**src/rtl/adc_pkt_pkg.sv**
```systemverilog
// adc_pkt_pkg: shared types and constants for the ADC packetizer.
//   state_t      - packetizer FSM states
//   HDR_BYTES    - header length in bytes
//   CH0 / CH1    - channel identifiers carried in header byte 2
//   FLAG_OVF_BIT - overflow bit position inside the flags byte
//   hdr_byte()   - header byte selection by byte index
package adc_pkt_pkg;

    typedef enum logic [1:0] {
        IDLE = 2'd0,
        HDR  = 2'd1,
        PAY  = 2'd2,
        GAP  = 2'd3
    } state_t;

    localparam int   HDR_BYTES    = 8;
    localparam logic CH0          = 1'b0;
    localparam logic CH1          = 1'b1;
    localparam int   FLAG_OVF_BIT = 0;

    // Header layout: magic (BE), channel, flags, sequence number (BE).
    function automatic logic [7:0] hdr_byte(input logic [2:0]  idx,
                                            input logic [15:0] magic,
                                            input logic        ch,
                                            input logic        ovf,
                                            input logic [31:0] seq);
        logic [7:0] b;
        b = '0;
        case (idx)
            3'd0: b = magic[15:8];
            3'd1: b = magic[7:0];
            3'd2: b = {7'd0, ch};
            3'd3: b[FLAG_OVF_BIT] = ovf;
            3'd4: b = seq[31:24];
            3'd5: b = seq[23:16];
            3'd6: b = seq[15:8];
            default: b = seq[7:0];
        endcase
        return b;
    endfunction

endpackage

```
**src/rtl/adc_packetizer.sv**
```systemverilog
// adc_packetizer: frames samples from two byte FIFOs into UDP payloads.
// Channels are served round-robin; each packet is an 8-byte header followed
// by PAYLOAD_BYTES bytes read from the chosen channel's FIFO.
// Ports:
//   clk, rstn               - clock, async active-low reset
//   en                      - stream enable (level)
//   avail1/avail2           - FIFO holds at least one full payload
//   full1/full2             - FIFO full, feeds the sticky overflow flags
//   dout1/dout2, rd_en1/2   - FIFO read data (1-cycle latency) and strobes
//   udp_tx_busy             - transmitter busy, only looked at in IDLE
//   udp_tx_valid/udp_tx_data- registered payload byte stream
//   seq_num                 - sequence number of the next packet
//   active                  - header or payload on the output
//
// state | meaning
// IDLE  | wait for en, transmitter free and a channel with a full payload
// HDR   | header bytes on output, cnt counts 7..0 (byte index = 7 - cnt)
// PAY   | payload bytes on output, cnt counts PAYLOAD_BYTES-1..0
// GAP   | inter-frame idle, cnt counts IFG_CYCLES-1..0
module adc_packetizer
    import adc_pkt_pkg::*;
#(
    parameter int          PAYLOAD_BYTES = 1024,
    parameter int          IFG_CYCLES    = 12,
    parameter logic [15:0] MAGIC         = 16'hADC0
) (
    input  logic        clk,
    input  logic        rstn,
    input  logic        en,
    input  logic        avail1,
    input  logic        avail2,
    input  logic        full1,
    input  logic        full2,
    input  logic [7:0]  dout1,
    input  logic [7:0]  dout2,
    output logic        rd_en1,
    output logic        rd_en2,
    input  logic        udp_tx_busy,
    output logic        udp_tx_valid,
    output logic [7:0]  udp_tx_data,
    output logic [31:0] seq_num,
    output logic        active
);

    localparam int CNT_MAX = (PAYLOAD_BYTES > IFG_CYCLES) ? PAYLOAD_BYTES : IFG_CYCLES;
    localparam int CW      = $clog2(CNT_MAX + 1);

    state_t        state;
    logic [CW-1:0] cnt;
    logic          ch;
    logic          ptr;
    logic [1:0]    ovf;
    logic [1:0]    ovf_next;
    logic [1:0]    avail_v;
    logic [1:0]    full_v;
    logic          start;
    logic          pick;
    logic          rd_active;
    logic [7:0]    dout_sel;
    logic [2:0]    hdr_idx_next;

    assign avail_v  = {avail2, avail1};
    assign full_v   = {full2, full1};
    assign start    = en && !udp_tx_busy && (avail1 || avail2);
    assign pick     = avail_v[ptr] ? ptr : ~ptr;
    assign dout_sel = (ch == CH1) ? dout2 : dout1;

    // Index of the header byte that goes out on the next edge while in HDR.
    assign hdr_idx_next = 3'(CW'(HDR_BYTES) - cnt);

    // Reads run from header byte 6 through payload byte PAYLOAD_BYTES-3 so that
    // the FIFO's one-cycle latency lines payload byte 0 up right after header byte 7.
    assign rd_active = ((state == HDR) && (cnt <= CW'(1))) ||
                       ((state == PAY) && (cnt >= CW'(2)));
    assign rd_en1    = rd_active && (ch == CH0);
    assign rd_en2    = rd_active && (ch == CH1);
    assign active    = (state == HDR) || (state == PAY);

    // Sticky overflow flags; the served channel's flag is cleared while its
    // flags byte (header byte 3, cnt == 4) is on the output, but a full in
    // that same cycle keeps it set for the next packet.
    always_comb begin
        ovf_next = ovf | full_v;
        if ((state == HDR) && (cnt == CW'(4))) begin
            ovf_next[ch] = full_v[ch];
        end
    end

    always_ff @(posedge clk or negedge rstn) begin
        if (!rstn) begin
            state        <= IDLE;
            cnt          <= '0;
            ch           <= CH0;
            ptr          <= CH0;
            ovf          <= '0;
            seq_num      <= '0;
            udp_tx_valid <= 1'b0;
            udp_tx_data  <= '0;
        end else begin
            ovf <= ovf_next;
            case (state)
                IDLE: begin
                    if (start) begin
                        state        <= HDR;
                        cnt          <= CW'(HDR_BYTES - 1);
                        ch           <= pick;
                        udp_tx_valid <= 1'b1;
                        udp_tx_data  <= hdr_byte(3'd0, MAGIC, pick, 1'b0, seq_num);
                    end
                end
                HDR: begin
                    if (cnt == '0) begin
                        state       <= PAY;
                        cnt         <= CW'(PAYLOAD_BYTES - 1);
                        udp_tx_data <= dout_sel;
                    end else begin
                        cnt         <= cnt - CW'(1);
                        // Flags byte includes a full seen in this very cycle.
                        udp_tx_data <= hdr_byte(hdr_idx_next, MAGIC, ch,
                                                ovf[ch] | full_v[ch], seq_num);
                    end
                end
                PAY: begin
                    if (cnt == '0) begin
                        state        <= GAP;
                        cnt          <= CW'(IFG_CYCLES - 1);
                        udp_tx_valid <= 1'b0;
                        udp_tx_data  <= '0;
                        seq_num      <= seq_num + 32'd1;
                        ptr          <= ~ch;
                    end else begin
                        cnt         <= cnt - CW'(1);
                        udp_tx_data <= dout_sel;
                    end
                end
                GAP: begin
                    if (cnt == '0) begin
                        state <= IDLE;
                    end else begin
                        cnt <= cnt - CW'(1);
                    end
                end
                default: state <= IDLE;
            endcase
        end
    end

endmodule

```
**config.mk**
```make
export PLATFORM = sky130hd
export DESIGN_NAME = adc_packetizer
export DESIGN_NICKNAME = d
export VERILOG_FILES = /design/src/rtl/adc_pkt_pkg.sv /design/src/rtl/adc_packetizer.sv
export SDC_FILE = /design/constraint.sdc
export NUM_CORES = 1
export LEC_CHECK = 0
export CAP_MARGIN = 20
export CORE_MARGIN = 1
export CORE_UTILIZATION = 40
export CTS_CLUSTER_DIAMETER = 120
export DETAILED_ROUTE_END_ITERATION = 12
export PLACE_DENSITY = 0.7
export SLEW_MARGIN = 20
export SYNTH_ARGS = -nofsm -noshare
export SYNTH_HDL_FRONTEND = slang
export SYNTH_SLANG_ARGS = --single-unit
```
**constraint.sdc**
```tcl
create_clock -name clk -period 4.05 [get_ports clk]
set_input_delay 0.6075 -clock clk [delete_from_list [all_inputs] [get_ports clk]]
set_output_delay 0.6075 -clock clk [all_outputs]
set_load 0.01 [all_outputs]
```
[Word-level counts from Yosys, hierarchy flattened]
Cells that the tools add are included.
Cells by class
  muxes and demuxes: 31
  reductions and logical operators: 24
  $lt $le $gt $ge: 5
  bitwise gates (word level): 4
  shift-type cells: 0
  multiply operators: 0
  div/mod/pow operators: 0
  equal/unequal tests: 15
  $add $sub $neg: 3
Operators with widths (count)
  11-bit 2-to-1 mux: 4
  11-bit case mux with 4 select lines: 1
  7-bit case mux with 6 select lines: 1
  32-bit by 1-bit adder with 32-bit output, second input constant: 1
  8-bit 2-to-1 mux: 4
  8-bit case mux with 3 select lines: 1
  11-bit by 3-bit equality test with 1-bit output, second input constant: 1
  11-bit by 2-bit >= comparator with 1-bit output, second input constant: 1
  11-bit by 1-bit <= comparator with 1-bit output, second input constant: 1
  11-bit logical NOT: 1
  11-bit by 1-bit subtractor with 11-bit output, second input constant: 1
  1-bit 2-to-1 mux: 10
  2-bit 2-to-1 mux: 5
  3-bit equality test, second input constant: 3
  1-bit logical AND: 8
  2-bit case mux with 4 select lines: 1
  2-bit AND reduction: 4
  1-bit case mux with 7 select lines: 1
  3-bit by 2-bit equality test with 1-bit output, second input constant: 2
  2-bit inequality test, second input constant: 3
  2-bit equality test, second input constant: 2
  1-bit by 2-bit < comparator with 1-bit output, second input constant: 2
  2-bit by 1-bit inequality test with 1-bit output, second input constant: 2
  4-bit AND reduction: 1
  18 further kinds: 21
Storage, ports and cells
  output and inout port bits: 44
  memories kept: 0
  register bits: 58
  logic and storage cells: 90
  bits in read-only memories: 0
  bits in latches: 0
  RAM bits: 0
  input bits: 24

[Logic depth before layout (Yosys ltp)]
  depth after elaboration: 6
  gate-level depth with buffers: 9
  depth with buffers taken out: 7

[Worst setup path after synthesis]
OpenSTA, ideal clock, no wires.
  path type: register to output
  start: register cnt[0]
  end: output port rd_en1
  data arrival time: 1.540 ns
  stages on the path, launching flop included: 8
  path slack: 1.903 ns
  data required time: 3.442 ns
  path through: dfrtp_1 > inv_1 > ha_1 > clkbuf_1 > nor2_1 > nand3_1 > o2bb2ai_1 > nor2b_1
On the way
  word-level cells in the longest chain between the ends: 4
RTL lines
  start: declaration: line adc_packetizer.sv:49  | logic [CW-1:0] cnt;
  start signal: assignment: line adc_packetizer.sv:105  | cnt <= CW'(HDR_BYTES - 1);
  start signal: assignment: line adc_packetizer.sv:114  | cnt <= CW'(PAYLOAD_BYTES - 1);
  start signal: assignment: line adc_packetizer.sv:117  | cnt <= cnt - CW'(1);
  11-bit by 1-bit <= comparator with 1-bit output / 11-bit by 2-bit >= comparator with 1-bit output (equally long branches): line adc_packetizer.sv:73, adc_packetizer.sv:74
  1-bit logical AND (on tied branches): line adc_packetizer.sv:73, adc_packetizer.sv:74
  1-bit logical OR (*): line adc_packetizer.sv:73  | assign rd_active = ((state == HDR) && (cnt <= CW'(1))) ||
  1-bit logical AND (*): line adc_packetizer.sv:75  | assign rd_en1 = rd_active && (ch == CH0);
  end: declaration: line adc_packetizer.sv:36  | output logic rd_en1,
Every way passes the cells marked *; elsewhere a longest branch is shown, timed or not.

[Final worst setup path]
  start: register cnt[7]
  end: output port rd_en1
The elaborated chain is that of the path after synthesis.

==> results.py <==
metrics = {
    "run_status": {
        "status": "finished clean",
    },
    "setup_path": {
        "crit_arrival_ns": 2.52,
        "required_ns": 3.44,
        "crit_type": "flop to primary output",
        "crit_path_start_kind": "flop",
        "endpoint_kind": "primary output",
        "worst-path-max-fanout": 7,
    },
    "layout": {
        "final_area_um2": 4410,
        "utilization": 0.532,
        "instances_no_fill": 540,
        "antenna_cells": 0,
        "drive_above_1_share": 0.0644,
        "area_growth_pct": 27.9,
        "nets": 464,
    },
    "yosys": {
        "synthSimpleGateAreaFrac": 0.230,
        "syn_nets": 400,
        "yosysTopAreaCell": "dfrtp_1",
        "ys_seq_area_frac": 0.421,
        "synth-async-reset-ratio": 1.00,
        "syn-cell-area_um2": 3450,
        "yosysUniqueCellTypes": 52,
        "synth-edff-count": 0,
        "synth.most_common_cell": "dfrtp_1",
        "synthMuxAreaShare": 0.0359,
        "synth-main-ff-cell": "dfrtp_1",
        "synth_top_cells_by_area": "dfrtp_1, xnor2_1, nor2_1, nand2_1, ha_1",
        "post-synth-top-area-fraction": 0.421,
        "synthXorXnorAreaFrac": 0.0838,
        "synthAdderAreaFrac": 0.0363,
        "synth_compound_area_frac": 0.162,
        "ys_ff_latch": 58,
        "synth_top_family_by_area": "simple AND/OR/NAND/NOR gates",
        "syn_area_per_cell_um2": 9.42,
        "yosysWarnings": 0,
        "synth_cells": 366,
        "netlist_top_cells_count": "dfrtp_1, nor2_1, nand2_1",
    },
    "timing": {
        "worst-slew-pin-transition_ns": 1.04,
        "rsz0062_at_grt": "false",
        "maxSlewHeadroom": 0.300,
        "min_period_ns": 3.13,
        "slew_violations": 0,
        "max_freq_mhz": 319,
        "tns_ns": 0,
        "finalHoldViolations": 0,
        "fin_crit_sh": 0.773,
        "finClkSkew_ns": 0.0101,
        "final-setup-viol-count": 0,
    },
    "routing": {
        "drtIter0Drc": 189,
        "routed_wl_um": 9320,
        "dr.pass1.iters": 5,
        "wl_per_cell_um": 17.3,
        "ant_nets": 0,
        "viasPerCell": 5.76,
        "vias": 3110,
        "drc": 0,
    },
    "power_and_ir_drop": {
        "clkPwrFrac": 0.496,
        "p_leak_nw": 1.80,
        "p_seq_frac": 0.471,
        "switchingPower_w": 0.000253,
        "p_comb_frac": 0.033,
        "peakVddDrop_uv": 148,
        "p_int_w": 0.000983,
        "power_density_nw_per_um2": 280,
        "netSwitchingFraction": 0.204,
    },
    "clock_network": {
        "cts_buffers": 9,
        "clock_sinks": 58,
        "ctsResizeCount": 0,
        "cts_hold_buf": 0,
        "cts_tree": "yes",
        "postCtsSetupBuffers": 0,
        "clkLatencyLatePin_ns": 0.34,
        "h-tree-depth": 3,
        "clk_path_buf_depth": 2,
        "cts_root_buf": "clkbuf_8",
        "path_clk_slew_ns": 0.07,
    },
    "grt": {
        "met3_usage": 0.0515,
        "antenna_found_initial": 0,
        "grt_max_degree": 32,
        "grt_pass1_wl_um": 15000,
        "grt_pass1_vias": 2941,
        "globalRouteMet2Util": 0.342,
        "busiest_layer": "met2",
        "grtUsageTotal": 0.220,
        "grt_overflow": 0,
        "grt_util_met1": 0.302,
    },
    "die": {
        "die_w_um": 94.9,
        "dieArea_um2": 9000,
        "die_h_um": 94.9,
        "row_count": 33,
        "io_pins": 68,
        "start_util": 0.415,
        "coreArea_um2": 8300,
    },
    "run": {
        "drv_cap": 0,
    },
    "worst_hold_path": {
        "hp-class": "primary input to asynchronous set/reset pin",
    },
    "placed_design": {
        "hpwlAfterDp_um": 6800,
        "dpl_cell_area_um2": 4180,
        "port_buffers": 67,
        "dp_cells": 524,
        "gp_congestion": 0.917,
    },
}
[per-stage QoR]
step                      hold WS, ns  total power (W)  worst slack (ns)
after floorplan                 0.312         0.000599              1.90
after global placement          0.467         0.000635              1.36
after detailed placement        0.475         0.000635              1.17
after CTS                       0.278          0.00125             0.917
after global routing            0.308          0.00128             0.725
final                           0.272          0.00124             0.919
[state kept, by name (all words and copies together), names as in the netlist]
name,cells
ovf,2
ptr,1
state,2
udp_tx_valid,1
seq_num,32
ch,1
cnt,11
udp_tx_data,8
[power by group through the flow]
stage | clock (W) | combinational (W) | sequential [W]
finish | 0.000613 | 0.0000414 | 0.000582
global route | 0.000648 | 0.0000463 | 0.000582
CTS | 0.000622 | 0.0000425 | 0.000582
floorplan | 0 | 0.00000854 | 0.000591
global placement | 0 | 0.0000421 | 0.000593
detailed placement | 0 | 0.0000422 | 0.000593
[final cells by class]
type / instances / area (um2)
multi-input combinational: 283 / 1890
clock inverter: 4 / 73.8
clock buffer: 12 / 155
inverter: 10 / 37.5
timing repair buffer: 68 / 673
sequential: 58 / 1450
fill: 752 / 3890
tap: 105 / 131
[routing by layer]
layer  up-vias  wire length [um]
met2       137              4310
met1      1510              4130
met3        17               735
met4         0               138
li1       1446                 -
met5         -                 0
[cells by family after synthesis]
kind of cell / count (synthesis)
xor gates and xnor gates: 33
adders and majority gates: 10
DFF: 58
and+or+nand+nor: 150
buffers and inverters: 25
muxes: 12
AOI/OAI and AO/OA: 78
[critical path, cell delays in order (launching register included)]
cell             delay (ns)
dfrtp_1                0.47
nor4_4                 0.52
and2_1                 0.24
nand2_1                0.06
o2bb2ai_1              0.20
nor2b_1                0.15
clkdlybuf4s50_1        0.54
[cell usage in the layout (no fill, tap or decap), types with 4 or more instances in the layout]
master / n
clkdlybuf4s50_1: 66
dfrtp_1: 58
nor2_1: 39
nand2_1: 37
xnor2_1: 23
o21ai_0: 19
nand3_1: 17
a21oi_1: 15
nor3_1: 14
clkbuf_8: 11
inv_1: 10
xor2_1: 10
ha_1: 10
and3_1: 9
mux2i_1: 9
nand4_1: 9
o2bb2ai_1: 6
a31oi_1: 5
a22o_1: 5
and2_1: 4
nor2b_1: 4
o32a_1: 4
[path summary, 6_finish.rpt]
| path | start | endpoint | slack, ns | cells after the start |
|---|---|---|---|---|
| worst min register to register | udp_tx_data[1]$_DFFE_PN0P_ | udp_tx_data[1]$_DFFE_PN0P_ | 0.49 | 2 |
| min in group clk | udp_tx_data[1]$_DFFE_PN0P_ | udp_tx_data[1]$_DFFE_PN0P_ | 0.49 | 2 |
| worst max register to register | cnt[1]$_DFFE_PN0P_ | cnt[8]$_DFFE_PN0P_ | 1.10 | 7 |
| worst max-delay path | cnt[7]$_DFFE_PN0P_ | rd_en1 | 0.92 | 6 |
| max in group asynchronous | rstn | cnt[1]$_DFFE_PN0P_ | 2.94 | 2 |
| worst min-delay path | rstn | state[1]$_DFFE_PN0P_ | 0.27 | 1 |
No activity file was read; power rests on OpenSTA's default activity.
